<file path="config.mk">
export PLATFORM = sky130hd
export DESIGN_NAME = dnn_param_loader
export DESIGN_NICKNAME = d
export VERILOG_FILES = /design/src/rtl/dnn_pkg.sv /design/src/rtl/dnn_param_loader.sv
export SDC_FILE = /design/constraint.sdc
export NUM_CORES = 1
export LEC_CHECK = 0
export ABC_AREA = 1
export CORE_ASPECT_RATIO = 0.5
export CORE_MARGIN = 2
export CORE_UTILIZATION = 35
export DETAILED_ROUTE_END_ITERATION = 8
export GPL_ROUTABILITY_DRIVEN = 0
export GPL_TIMING_DRIVEN = 0
export PLACE_DENSITY_LB_ADDON = 0.3
export SLEW_MARGIN = 10
export SYNTH_ARGS = -nofsm -noshare
export SYNTH_HDL_FRONTEND = slang
export SYNTH_SLANG_ARGS = --single-unit
</file>
<file path="constraint.sdc">
create_clock -name clk -period 3 [get_ports clk]
set_clock_uncertainty 0.1 [all_clocks]
set_input_delay 0.6 -clock clk [delete_from_list [all_inputs] [get_ports clk]]
set_output_delay 0.6 -clock clk [all_outputs]
set_load 0.02 [all_outputs]
</file>
<file path="src/rtl/dnn_pkg.sv">
// Shared word type, frame geometry and FSM encoding for the DNN parameter loader.
// DNN_LOADER_CKSUM_EN adds the CKSUM state that validates a trailing checksum word.
package dnn_pkg;

    localparam int WORD_W    = 5;
    localparam int NUM_X     = 4;
    localparam int NUM_W1    = 16;
    localparam int NUM_W2    = 8;
    localparam int FRAME_LEN = NUM_X + NUM_W1 + NUM_W2;
    localparam int FRAME_W   = FRAME_LEN * WORD_W;

    typedef logic signed [WORD_W-1:0] dnn_word_t;
    typedef logic [FRAME_W-1:0]       frame_t;

`ifdef DNN_LOADER_CKSUM_EN
    typedef enum logic [1:0] {
        ST_LOAD,
        ST_CKSUM,
        ST_FIRE,
        ST_GAP
    } state_t;
`else
    typedef enum logic [1:0] {
        ST_LOAD,
        ST_FIRE,
        ST_GAP
    } state_t;
`endif

    // Modulo-32 sum of every word in a packed frame; the carry out is dropped on purpose.
    function automatic logic [WORD_W-1:0] frame_sum(input frame_t f);
        logic [WORD_W-1:0] acc;
        acc = '0;
        for (int i = 0; i < FRAME_LEN; i++) begin
            acc = acc + f[i*WORD_W +: WORD_W];
        end
        return acc;
    endfunction

endpackage

</file>
<file path="src/rtl/dnn_param_loader.sv">
// Streams 28 signed parameter words into a shadow frame and publishes them to dnn_top in one edge.
// DNN_LOADER_CKSUM_EN: a 29th checksum word must match before the frame is published.
module dnn_param_loader
    import dnn_pkg::*;
#(
    parameter int GAP_CYCLES = 2
) (
    input  logic                     clk,
    input  logic                     rst_n,
    input  dnn_word_t                s_data,
    input  logic                     s_valid,
    output logic                     s_ready,
    output logic [NUM_X*WORD_W-1:0]  x_flat,
    output logic [NUM_W1*WORD_W-1:0] w1_flat,
    output logic [NUM_W2*WORD_W-1:0] w2_flat,
    output logic                     in_ready,
    output logic                     busy,
    output logic                     frame_err
);

    localparam logic [4:0] LAST_IDX = 5'(FRAME_LEN - 1);
    localparam logic [3:0] GAP_LAST = 4'((GAP_CYCLES > 0) ? (GAP_CYCLES - 1) : 0);

    state_t     state;
    state_t     state_next;
    logic [4:0] cnt;
    logic [3:0] gap_cnt;
    frame_t     shadow;
    frame_t     shadow_next;
    frame_t     params;
    logic       transfer;
    logic       fire_entry;

    assign transfer   = s_valid && s_ready;
    assign fire_entry = (state_next == ST_FIRE) && (state != ST_FIRE);

`ifdef DNN_LOADER_CKSUM_EN
    logic cksum_ok;
    assign cksum_ok = ($unsigned(s_data) == frame_sum(shadow));
`endif

    always_ff @(posedge clk) begin
        if (!rst_n) begin
            state <= ST_LOAD;
        end else begin
            state <= state_next;
        end
    end

    always_comb begin
        state_next = state;
        case (state)
            ST_LOAD: begin
                if (transfer && (cnt == LAST_IDX)) begin
`ifdef DNN_LOADER_CKSUM_EN
                    state_next = ST_CKSUM;
`else
                    state_next = ST_FIRE;
`endif
                end
            end
`ifdef DNN_LOADER_CKSUM_EN
            ST_CKSUM: begin
                if (transfer) begin
                    state_next = cksum_ok ? ST_FIRE : ST_LOAD;
                end
            end
`endif
            ST_FIRE: begin
                state_next = (GAP_CYCLES == 0) ? ST_LOAD : ST_GAP;
            end
            ST_GAP: begin
                if (gap_cnt == GAP_LAST) begin
                    state_next = ST_LOAD;
                end
            end
            default: begin
                state_next = ST_LOAD;
            end
        endcase
    end

    // The ready gate uses rst_n directly so nothing is accepted while reset is held.
    always_comb begin
        s_ready  = 1'b0;
        in_ready = 1'b0;
        busy     = 1'b0;
        case (state)
            ST_LOAD: begin
                s_ready = rst_n;
                busy    = (cnt != 5'd0);
            end
`ifdef DNN_LOADER_CKSUM_EN
            ST_CKSUM: begin
                s_ready = rst_n;
                busy    = 1'b1;
            end
`endif
            ST_FIRE: begin
                in_ready = 1'b1;
                busy     = 1'b1;
            end
            ST_GAP: begin
                busy = 1'b1;
            end
            default: begin
                busy = 1'b0;
            end
        endcase
    end

    // The final word is folded in here so the publish edge sees the complete frame.
    always_comb begin
        shadow_next = shadow;
        if (transfer && (state == ST_LOAD)) begin
            shadow_next[cnt*WORD_W +: WORD_W] = s_data;
        end
    end

    always_ff @(posedge clk) begin
        if (!rst_n) begin
            cnt     <= 5'd0;
            gap_cnt <= 4'd0;
            shadow  <= '0;
            params  <= '0;
        end else begin
            shadow <= shadow_next;
            if (fire_entry) begin
                params <= shadow_next;
            end
            if (transfer && (state == ST_LOAD)) begin
                cnt <= (cnt == LAST_IDX) ? 5'd0 : (cnt + 5'd1);
            end
            if (state == ST_FIRE) begin
                gap_cnt <= 4'd0;
            end else if (state == ST_GAP) begin
                gap_cnt <= gap_cnt + 4'd1;
            end
        end
    end

`ifdef DNN_LOADER_CKSUM_EN
    always_ff @(posedge clk) begin
        if (!rst_n) begin
            frame_err <= 1'b0;
        end else begin
            frame_err <= (state == ST_CKSUM) && transfer && !cksum_ok;
        end
    end
`else
    assign frame_err = 1'b0;
`endif

    // Stream index order already matches the flat port layout, so the outputs are plain slices.
    assign x_flat  = params[0 +: NUM_X*WORD_W];
    assign w1_flat = params[NUM_X*WORD_W +: NUM_W1*WORD_W];
    assign w2_flat = params[(NUM_X+NUM_W1)*WORD_W +: NUM_W2*WORD_W];

endmodule
</file>
# --- After elaboration in Yosys (flattened, before gate mapping) ---
# Index checks and enable logic that the tools add are counted.
word_totals:
  regBits: 291
  output_inout_bits: 144
  word_cells: 35
classes:
  reduce_logical: 8
  muxes: 9
  n_bitwise: 1
  eq_ne: 6
  n_mul: 1
  addsub: 3
  n_shift: 2
ops:
  columns: ["operator", "count"]
  rows:
  - ["140-bit bitwise mux", 1]
  - ["140-bit 2-to-1 mux", 1]
  - ["5-bit by 34-bit variable shift with 140-bit output (first input constant)", 1]
  - ["5-bit by 34-bit indexed part select with 140-bit output", 1]
  - ["8-bit negator with 34-bit output", 1]
  - ["5-bit by 3-bit multiplier with 8-bit output (second input constant)", 1]
  - ["2-bit one-hot mux with 3 select lines", 1]
  - ["5-bit by 1-bit adder with 5-bit output (second input constant)", 1]
  - ["5-bit == test (second input constant)", 1]
  - ["5-bit 2-to-1 mux", 1]
  - ["5-bit nonzero test", 1]
  - ["4-bit by 1-bit adder with 4-bit output (second input constant)", 1]
  - ["2-bit by 1-bit == test with 1-bit output (second input constant)", 2]
  - ["4-bit by 1-bit == test with 1-bit output (second input constant)", 1]
  - ["1-bit logical AND", 4]
  - ["2-bit 2-to-1 mux", 2]
  - ["2-bit OR reduction", 2]
  - ["2-bit == test (second input constant)", 1]
  - ["2-bit logical NOT", 1]
  - ["1-bit 2-to-1 mux", 2]
  - ["2-bit by 1-bit inequality test with 1-bit output (second input constant)", 1]
  - ["1-bit one-hot mux with 2 select lines", 1]
  - ["1-bit inverter", 1]

# --- Depth between registers and ports, before layout ---
# Gate-level depths: netlist of the first run.
depth:
  word_depth: 8
  ltp_mapped: 16
  depth_no_buf: 15

# --- Worst setup path before layout of the first run ---
# Ideal clock, no wire load.
synth_timing:
  path_type: "reg-to-reg"
  from: "register cnt[0]"
  to: "register params[76]"
  setup_slack_ns: 0.681
  t_arrival_ns: 2.107
  path_stages_with_launch: 15
  synth_period_minus_slack_ns: 2.319
  setup_time_ns: 0.112
  cell_sequence: "dfxtp_1 -> buf_4 -> inv_2 -> ha_1 -> nand2_2 -> nor2_1 -> ha_1 -> inv_1 -> nor2_8 -> buf_4 -> nand3b_1 -> o21ai_0 -> inv_1 -> nor2_1 -> nor2_1"
synth_between:
  elab_chain_len: 6
synth_lines:
  columns: ["item", "line_no", "text"]
  rows:
  - ["from (decl)", "dnn_param_loader.sv:26", "logic [4:0] cnt;"]
  - ["from (signal assigned)", "dnn_param_loader.sv:132", "cnt <= (cnt == LAST_IDX) ? 5'd0 : (cnt + 5'd1);"]
  - ["branches (longest 6 deep; another with 8-bit negator with 34-bit output)", null, null]
  - ["to (signal assigned)", "dnn_param_loader.sv:129", "params <= shadow_next;"]
  - ["to (decl)", "dnn_param_loader.sv:30", "frame_t params;"]
# Several ways; the timed one is not identified.
# A chain may end at the register's enable or synchronous reset.

# --- Final worst setup path of the first run ---
layout_timing:
  from: "register cnt[0]"
  to: "register params[7]"
# Same word-level chain as after synthesis.

==> results of run 1 <==
final cells by class:
cell class,instances,area [µm²],share of cell area
well taps,475,594,0.0394
clock inverters,5,58.8,0.00389
plain buffers,84,463,0.0307
inverters,199,747,0.0495
flip-flops and latches,291,5830,0.386
clock buffers,41,798,0.0529
repair buffers,149,1490,0.0986
multi-input cells,1194,5130,0.339
repair_timing:
action / 4_1_cts / 5_1_grt
pin swaps: 0 / 0
gates resized for setup: 4 / 9
setup endpoints to repair: 1 / 39
hold endpoints to repair: 0 / 0
worst paths after layout:
path	from	endpoint	slack (ps)	depth (start not counted)
setup reg to reg	cnt[0]	params[7]	140	13
hold reg to reg	gap_cnt[3]	gap_cnt[3]	370	1
setup / recovery	cnt[0]	params[7]	140	13
hold / removal	gap_cnt[3]	gap_cnt[3]	370	1
metal layers:
metal  track usage  vias up
met5             0        -
li1              -     5634
met1         0.254     4979
met2         0.309      258
met3        0.0407       54
met4        0.0435        0
power groups by stage:
stage	sequential (W)	combinational, W	clock [W]
after detailed placement	0.00396	0.000313	0
after floorplan	0.00396	0.000195	0
after global routing	0.00387	0.000345	0.00363
after global placement	0.00396	0.000314	0
final	0.00387	0.000320	0.00340
after CTS	0.00387	0.000313	0.00346
state kept, by name, summed over array words and instances, names as in the netlist:
name and flops:
cnt 5, state 2, params 140, shadow 140, gap_cnt 4
placed cells by master, fill, tap and decap left out, drive strengths merged:
| cell | instances |
|---|---|
| and2 | 65 |
| clkinv | 1 |
| nand2 | 533 |
| clkbuf | 73 |
| nor3 | 7 |
| nand3 | 53 |
| nand3b | 1 |
| dfxtp | 291 |
| nand4 | 10 |
| clkdlybuf4s50 | 148 |
| ha | 10 |
| o21ai | 99 |
| clkinvlp | 2 |
| bufinv | 1 |
| conb | 1 |
| a21oi | 10 |
| inv | 200 |
| nor2 | 403 |
| buf | 53 |
| a211oi | 2 |
per-stage QoR:
stage	util	hold slack, ps	power (W)	instances
after detailed placement	0.414	345	0.00427	2392
final	0.440	374	0.00760	2438
after global placement	0.414	339	0.00427	2392
after floorplan	-	322	0.00415	1768
after CTS	0.439	356	0.00765	2438
after global routing	0.440	396	0.00784	2438
cells by family (layout without fill, tap and decap cells):
| family | after synthesis | after routing |
|---|---|---|
| flip-flops | 291 | 291 |
| AO/OA/AOI/OAI | 111 | 111 |
| adder cells (fa/ha/maj) | 10 | 10 |
| AND/OR/NAND/NOR | 1072 | 1072 |
| other | 1 | 1 |
| buffers and inverters | 283 | 478 |
==> key figures, run 1 <==
Synthesis
  • Mapped Cells: 1768
  • Syn avg cell area: around 6.9 µm²
  • Distinct cell type count of the synthesized netlist: 27
  • Adder-Cell Fraction of Synth Area: 0.0103
  • Area contributors post-synth: dfxtp_1, nand2_1, nor2_1
  • Cell Area, Synth: roughly 12000 µm²
  • XOR/XNOR Fraction of Synth Area: 0
  • Synthesis-stage register bit count: 291
  • Synth warn: 0
  • Number of flops mapped to enable cells by yosys: 0
  • Sequential share of the synthesized area: 0.480
  • Largest area contributor in the netlist: dfxtp_1
  • Most frequent cell after synthesis: nand2_1
  • Synth Area in Compound Gates: 0.0462
  • Post-synth top area share: 0.480
  • Most used DFF post-synth: dfxtp_1
  • Syn_nets: 1786
  • Largest family of logic cells by synthesized area: simple AND/OR/NAND/NOR gates
  • Post-synthesis simple-gate area fraction: 0.364
  • Most frequent cells after synthesis: nand2_1, nor2_1, dfxtp_1
  • Asr flop ratio synth: 0
  • Post-synthesis mux area share: 0

Worst setup path
  • CP top delay family: simple AND/OR/NAND/NOR gates
  • Arrival time at the worst endpoint: approximately 3200 ps
  • Buf+Inv Stages, Crit Path: 4
  • Critical path type: register to register
  • Crit-path cells: buf_6 -> inv_2 -> ha_1 -> nand2_2 -> nor2_1 -> ha_1 -> inv_1 -> nor2_8 -> buf_4 -> nand2_1 -> o21ai_0 -> nor2_1 -> nor2_1
  • Critical Path End Type: register
  • Critical Path Fanout Max: 10
  • CP max-delay cell: o21ai_0
  • Crit path top cell by count: nor2_1
  • Startpoint types: register
  • WP data required: about 3400 ps
  • Crit-path max cell delay: approximately 370 ps

Drt
  • Initial drt markers: 801
  • DR DRC count: 0
  • Avg WL per Cell: between 10 and 15 µm
  • ANT nets after route: 0
  • M1 WL: ~16000 µm
  • Via count: around 11000
  • Pre-antenna DRT Iters: 7
  • Met3 routed wirelength: between 2000 and 2500 µm
  • WL final: 34700 µm
  • Avg Vias per Cell: ~4.5
  • Uppermost layer routed: met4
  • Met2 WL post-DR: approximately 16000 µm

Die
  • Die height: around 140 µm
  • Initial Util: 0.354
  • Die area: 36300 µm²
  • Core area: ~34000 µm²
  • # IOs: about 150
  • Rows: 48
  • Die W: around 270 µm

Clock tree
  • Postcts setup bufs: 0
  • Depth of the CTS H-tree: 1
  • Clock Tree Root: clkbuf_16
  • TritonCTS clock tree: done
  • Clock Latency Late Sink: 550 ps
  • Clock Tree Buf Depth: 3
  • CTS Buf Count: 27
  • Clock sinks: ~290
  • CTS Hold Buffers Added: 0
  • Reg clk slew, reported paths: ~70 ps

Place
  • Setup WS pre-CTS: between 60 and 70 ps
  • IO Port Bufs: between 100 and 150
  • Post-DP Area: between 10000 and 15000 µm²
  • DP Wirelength: 25700 µm

Power and ir drop
  • Sw Pwr: between 0.0015 and 0.002 W
  • P_leak: approximately 6.6 nW
  • Maximum vdd drop: between 300 and 400 µV
  • Pwr dens: between 500 and 600 nW/µm²
  • Cell Int Power: a little under 0.006 W
  • Clk pwr share: 0.448
  • Combinational power share: 0.042
  • Sequential power share: 0.510
  • Switching Fraction: 0.229

Finish
  • Layout Nets: 1964
  • Filler Cell Count: ~3600
  • Design Area, Final: approximately 15000 µm²
  • Layout area overhead: 24.4%
  • # diodes: 0
  • Layout cell share with drive strength beyond 1: 0.0596

STA
  • Final hold violation count: 0
  • Setup ws final: 145 ps
  • RSZ-0062 raised after global routing: false
  • Max_slew headroom: 0.380
  • Worst slew pin tran: approximately 930 ps
  • Setup TNS: 0 ps
  • Pins Over Slew Limit: 0
  • Tcrit/Tclk final: 0.952
  • Final worst path period need: between 2000 and 3000 ps
  • Fmax: 0.350 GHz
  • Final Setup Violations: 0

Worst hold path
  • HP Class: register to register

Global routing
  • Vias in the first global route: between 10000 and 15000
  • GRT Total Usage: 0.188
  • Global-route wire length before repair: around 53000 µm
  • Largest net degree at the start of global routing: 15
  • Initial antenna violation count: 1
  • GRT overflow: 0

Status
  • Status: completed

Run
  • MaxCap Viol Count: 0
(Power assumes the default switching activity.)
==> run 2, diff against run 1 <==
--- a/config.mk
+++ b/config.mk
@@ -11,7 +11,7 @@
 export CORE_UTILIZATION = 35
 export DETAILED_ROUTE_END_ITERATION = 8
 export GPL_ROUTABILITY_DRIVEN = 0
-export GPL_TIMING_DRIVEN = 0
+export GPL_TIMING_DRIVEN = 1
 export PLACE_DENSITY_LB_ADDON = 0.3
 export SLEW_MARGIN = 10
 export SYNTH_ARGS = -nofsm -noshare
==> constraint.sdc (replaced) <==
create_clock -name clk -period 2.3 [get_ports clk]
set_clock_uncertainty 0.1 [all_clocks]
set_input_delay 0.46 -clock clk [delete_from_list [all_inputs] [get_ports clk]]
set_output_delay 0.46 -clock clk [all_outputs]
set_load 0.02 [all_outputs]
==> key figures, run 2 (synthesized netlist as in run 1, its figures left out) <==
Clock tree
  • CTS Buf Count: 28 (was 27)
  • Clock Latency Late Sink: 550 ps (about the same)
  • Clock Tree Root: clkbuf_16 (unchanged)
  • Depth of the CTS H-tree: 1 (unchanged)
  • Clock Tree Buf Depth: 3 (unchanged)
  • Clock sinks: 291 (unchanged)
  • TritonCTS clock tree: done (unchanged)
  • Reg clk slew, reported paths: 70 ps (about the same)

Drt
  • Initial drt markers: 749 (was 801)
  • Pre-antenna DRT Iters: 5 (was 7)
  • Via count: 11200 (was 10900)
  • ANT nets after route: 0 (unchanged)
  • WL final: 34600 µm (was 34700 µm)
  • Avg WL per Cell: 13.8 µm (was 14.2 µm)
  • Avg Vias per Cell: 4.48 (about the same)
  • DR DRC count: 0 (unchanged)

Status
  • Violated checks: setup timing
  • Status: finished, violations left (was completed)

Place
  • DP Wirelength: 23200 µm (was 25700 µm)
  • Placed Cells: 2425 (was 2392)
  • Setup WS pre-CTS: -171 ps (was 68.5 ps)
  • Post-DP Area: 14800 µm² (was 14200 µm²)
  • IO Port Bufs: 150 (was 149)

Finish
  • Most frequent cells in the layout: nand2_1, nor2_1, dfxtp_1, inv_1, clkdlybuf4s50_1 (unchanged)
  • Final cell count without fillers: 2502 (was 2438)
  • Most common cell after layout, fill and taps aside: nand2_1 (unchanged)
  • Final Util: 0.485 (was 0.440)
  • Layout cell share with drive strength beyond 1: 0.157 (was 0.0596)
  • Layout Nets: 2024 (was 1964)
  • Largest regs: params (140), shadow (140), cnt (5) (unchanged)
  • Layout area overhead: 37.3% (was 24.4%)
  • Design Area, Final: 16700 µm² (was 15100 µm²)
  • # diodes: 0 (unchanged)

STA
  • Tcrit/Tclk final: 1.03
  • Final worst path period need: about 2400 ps
  • Max_slew headroom: 0.574 (was 0.380)
  • Worst slew pin tran: 639 ps (was 930 ps)
  • Hold slack final: 344 ps (was 374 ps)
  • Fmax: about 0.42 GHz
  • RSZ-0062 raised after global routing: true (was false)
  • Final Setup Violations: 6 (was 0)
  • Pins Over Slew Limit: 0 (unchanged)
  • Setup ws final: -68.5 ps (was 145 ps)
  • Final hold violation count: 0 (unchanged)

Worst setup path
  • Startpoint types: register (unchanged)
  • Critical Path Fanout Max: 2 (was 10)
  • Worst R2R End: params[81] (was params[7])
  • Worst R2R Start: cnt[0] (unchanged)
  • Arrival time at the worst endpoint: 1810 ps (was 3240 ps)
  • FF-to-FF path depth: 16 (was 13)
  • WP data required: 1740 ps (was 3390 ps)
  • Critical path type: register to output pin (was register to register)
  • R2r setup slk: -10 ps (was 140 ps)
  • Critical Path End Type: output pin (was register)

Worst hold path
  • Min-Delay Endpoint: params[114] (was gap_cnt[3])
  • HP Class: input pin to register (was register to register)
  • Hold path depth: 4 (was 1)
  • Hold_sp: rst_n (was gap_cnt[3])

Die
  • Die W: 267 µm (unchanged)
  • Core area: 34400 µm² (unchanged)
  • # IOs: 152 (unchanged)
  • Die height: 136 µm (unchanged)
  • Die area: 36300 µm² (unchanged)
  • Rows: 48 (unchanged)
  • Initial Util: 0.354 (unchanged)

Run
  • MaxCap Viol Count: 0 (unchanged)

Global routing
  • Initial antenna violation count: 0 (was 1)
  • Largest net degree at the start of global routing: 115 (was 15)
  • GRT Total Usage: 0.181 (was 0.188)
  • Global-route wire length before repair: 52200 µm (was 53000 µm)
  • Vias in the first global route: 10000 (about the same)
  • GRT overflow: 0 (unchanged)

Power and ir drop
  • Maximum vdd drop: 490 µV (was 368 µV)
  • P_leak: 7.37 nW (was 6.64 nW)
  • Pwr dens: 631 nW/µm² (was 503 nW/µm²)
==> run 2: cell count changes in the layout (fill, tap and decap cells not counted), moves of 9 or more <==
cell	change
nand2_1	-43
nand2_4	+9
o21ai_0	-48
o21ai_1	+23
buf_12	+13
buf_4	+89
nand2_2	+35
buf_1	-10
buf_2	-22
buf_6	+9
o21ai_2	+22
clkbuf_1	-36
nand3_4	+11
==> run 2: critical path, cell delays in order (launching register included) <==
cell,delay (ps)
dfxtp_2,340
inv_2,50
ha_4,160
nand2_4,70
nor2_4,40
ha_4,170
nor2_2,80
nor2_1,40
nor2_1,130
buf_4,160
==> run 2: through the flow <==
stage / setup TNS, ps / total power [W]
finish: -94.5 / 0.0105
global route: -4960 / 0.0109
CTS: -311 / 0.0105
detailed placement: -17670 / 0.00561
global placement: -14140 / 0.00561
floorplan: -37.1 / 0.00542
==> run 2: area by class of cell <==
class / count / area (µm²)
Clock buffer: 40 / 847
Fill cell: 3477 / 17700
Clock inverter: 11 / 135
Inverter: 199 / 754
Tap cell: 475 / 594
Sequential cell: 291 / 5830
Multi-Input combinational cell: 1198 / 5640
Timing Repair Buffer: 288 / 2870
==> run 2: repair_timing <==
item	CTS	global route
setup buffers	9	10
resized for setup	90	127
setup endpoints to repair	86	256
pin swaps	18	39
hold buffers	0	0
cloned	4	6
==> run 2: how the worst max path moves through the flow <==
| stage | cells past startpoint | startpoint | slack [ps] | end |
|---|---|---|---|---|
| detailed placement | 10 | s_valid | -170 | params[65] |
| finish | 9 | cnt[0] | -70 | busy |
| floorplan | 14 | cnt[0] | -20 | params[76] |
| global placement | 12 | s_valid | -130 | params[138] |
| global route | 16 | cnt[1] | -140 | params[81] |
| CTS | 9 | cnt[1] | -90 | busy |
==> run 2: routing by layer <==
metal,vias up,GRT usage,part of all wire
li1,5789,-,-
met1,5156,0.244,0.47
met2,217,0.299,0.46
met3,56,0.0351,0.055
met4,0,0.0416,0.017
met5,-,0,0
==> run 2: power by group <==
| group | leakage (nW) | switching [W] | internal, W | total, W |
|---|---|---|---|---|
| clock | 0.485 | 0.00201 | 0.00289 | 0.00490 |
| combinational | 4.54 | 0.000373 | 0.000187 | 0.000560 |
| sequential | 2.34 | 0.00000303 | 0.00505 | 0.00505 |
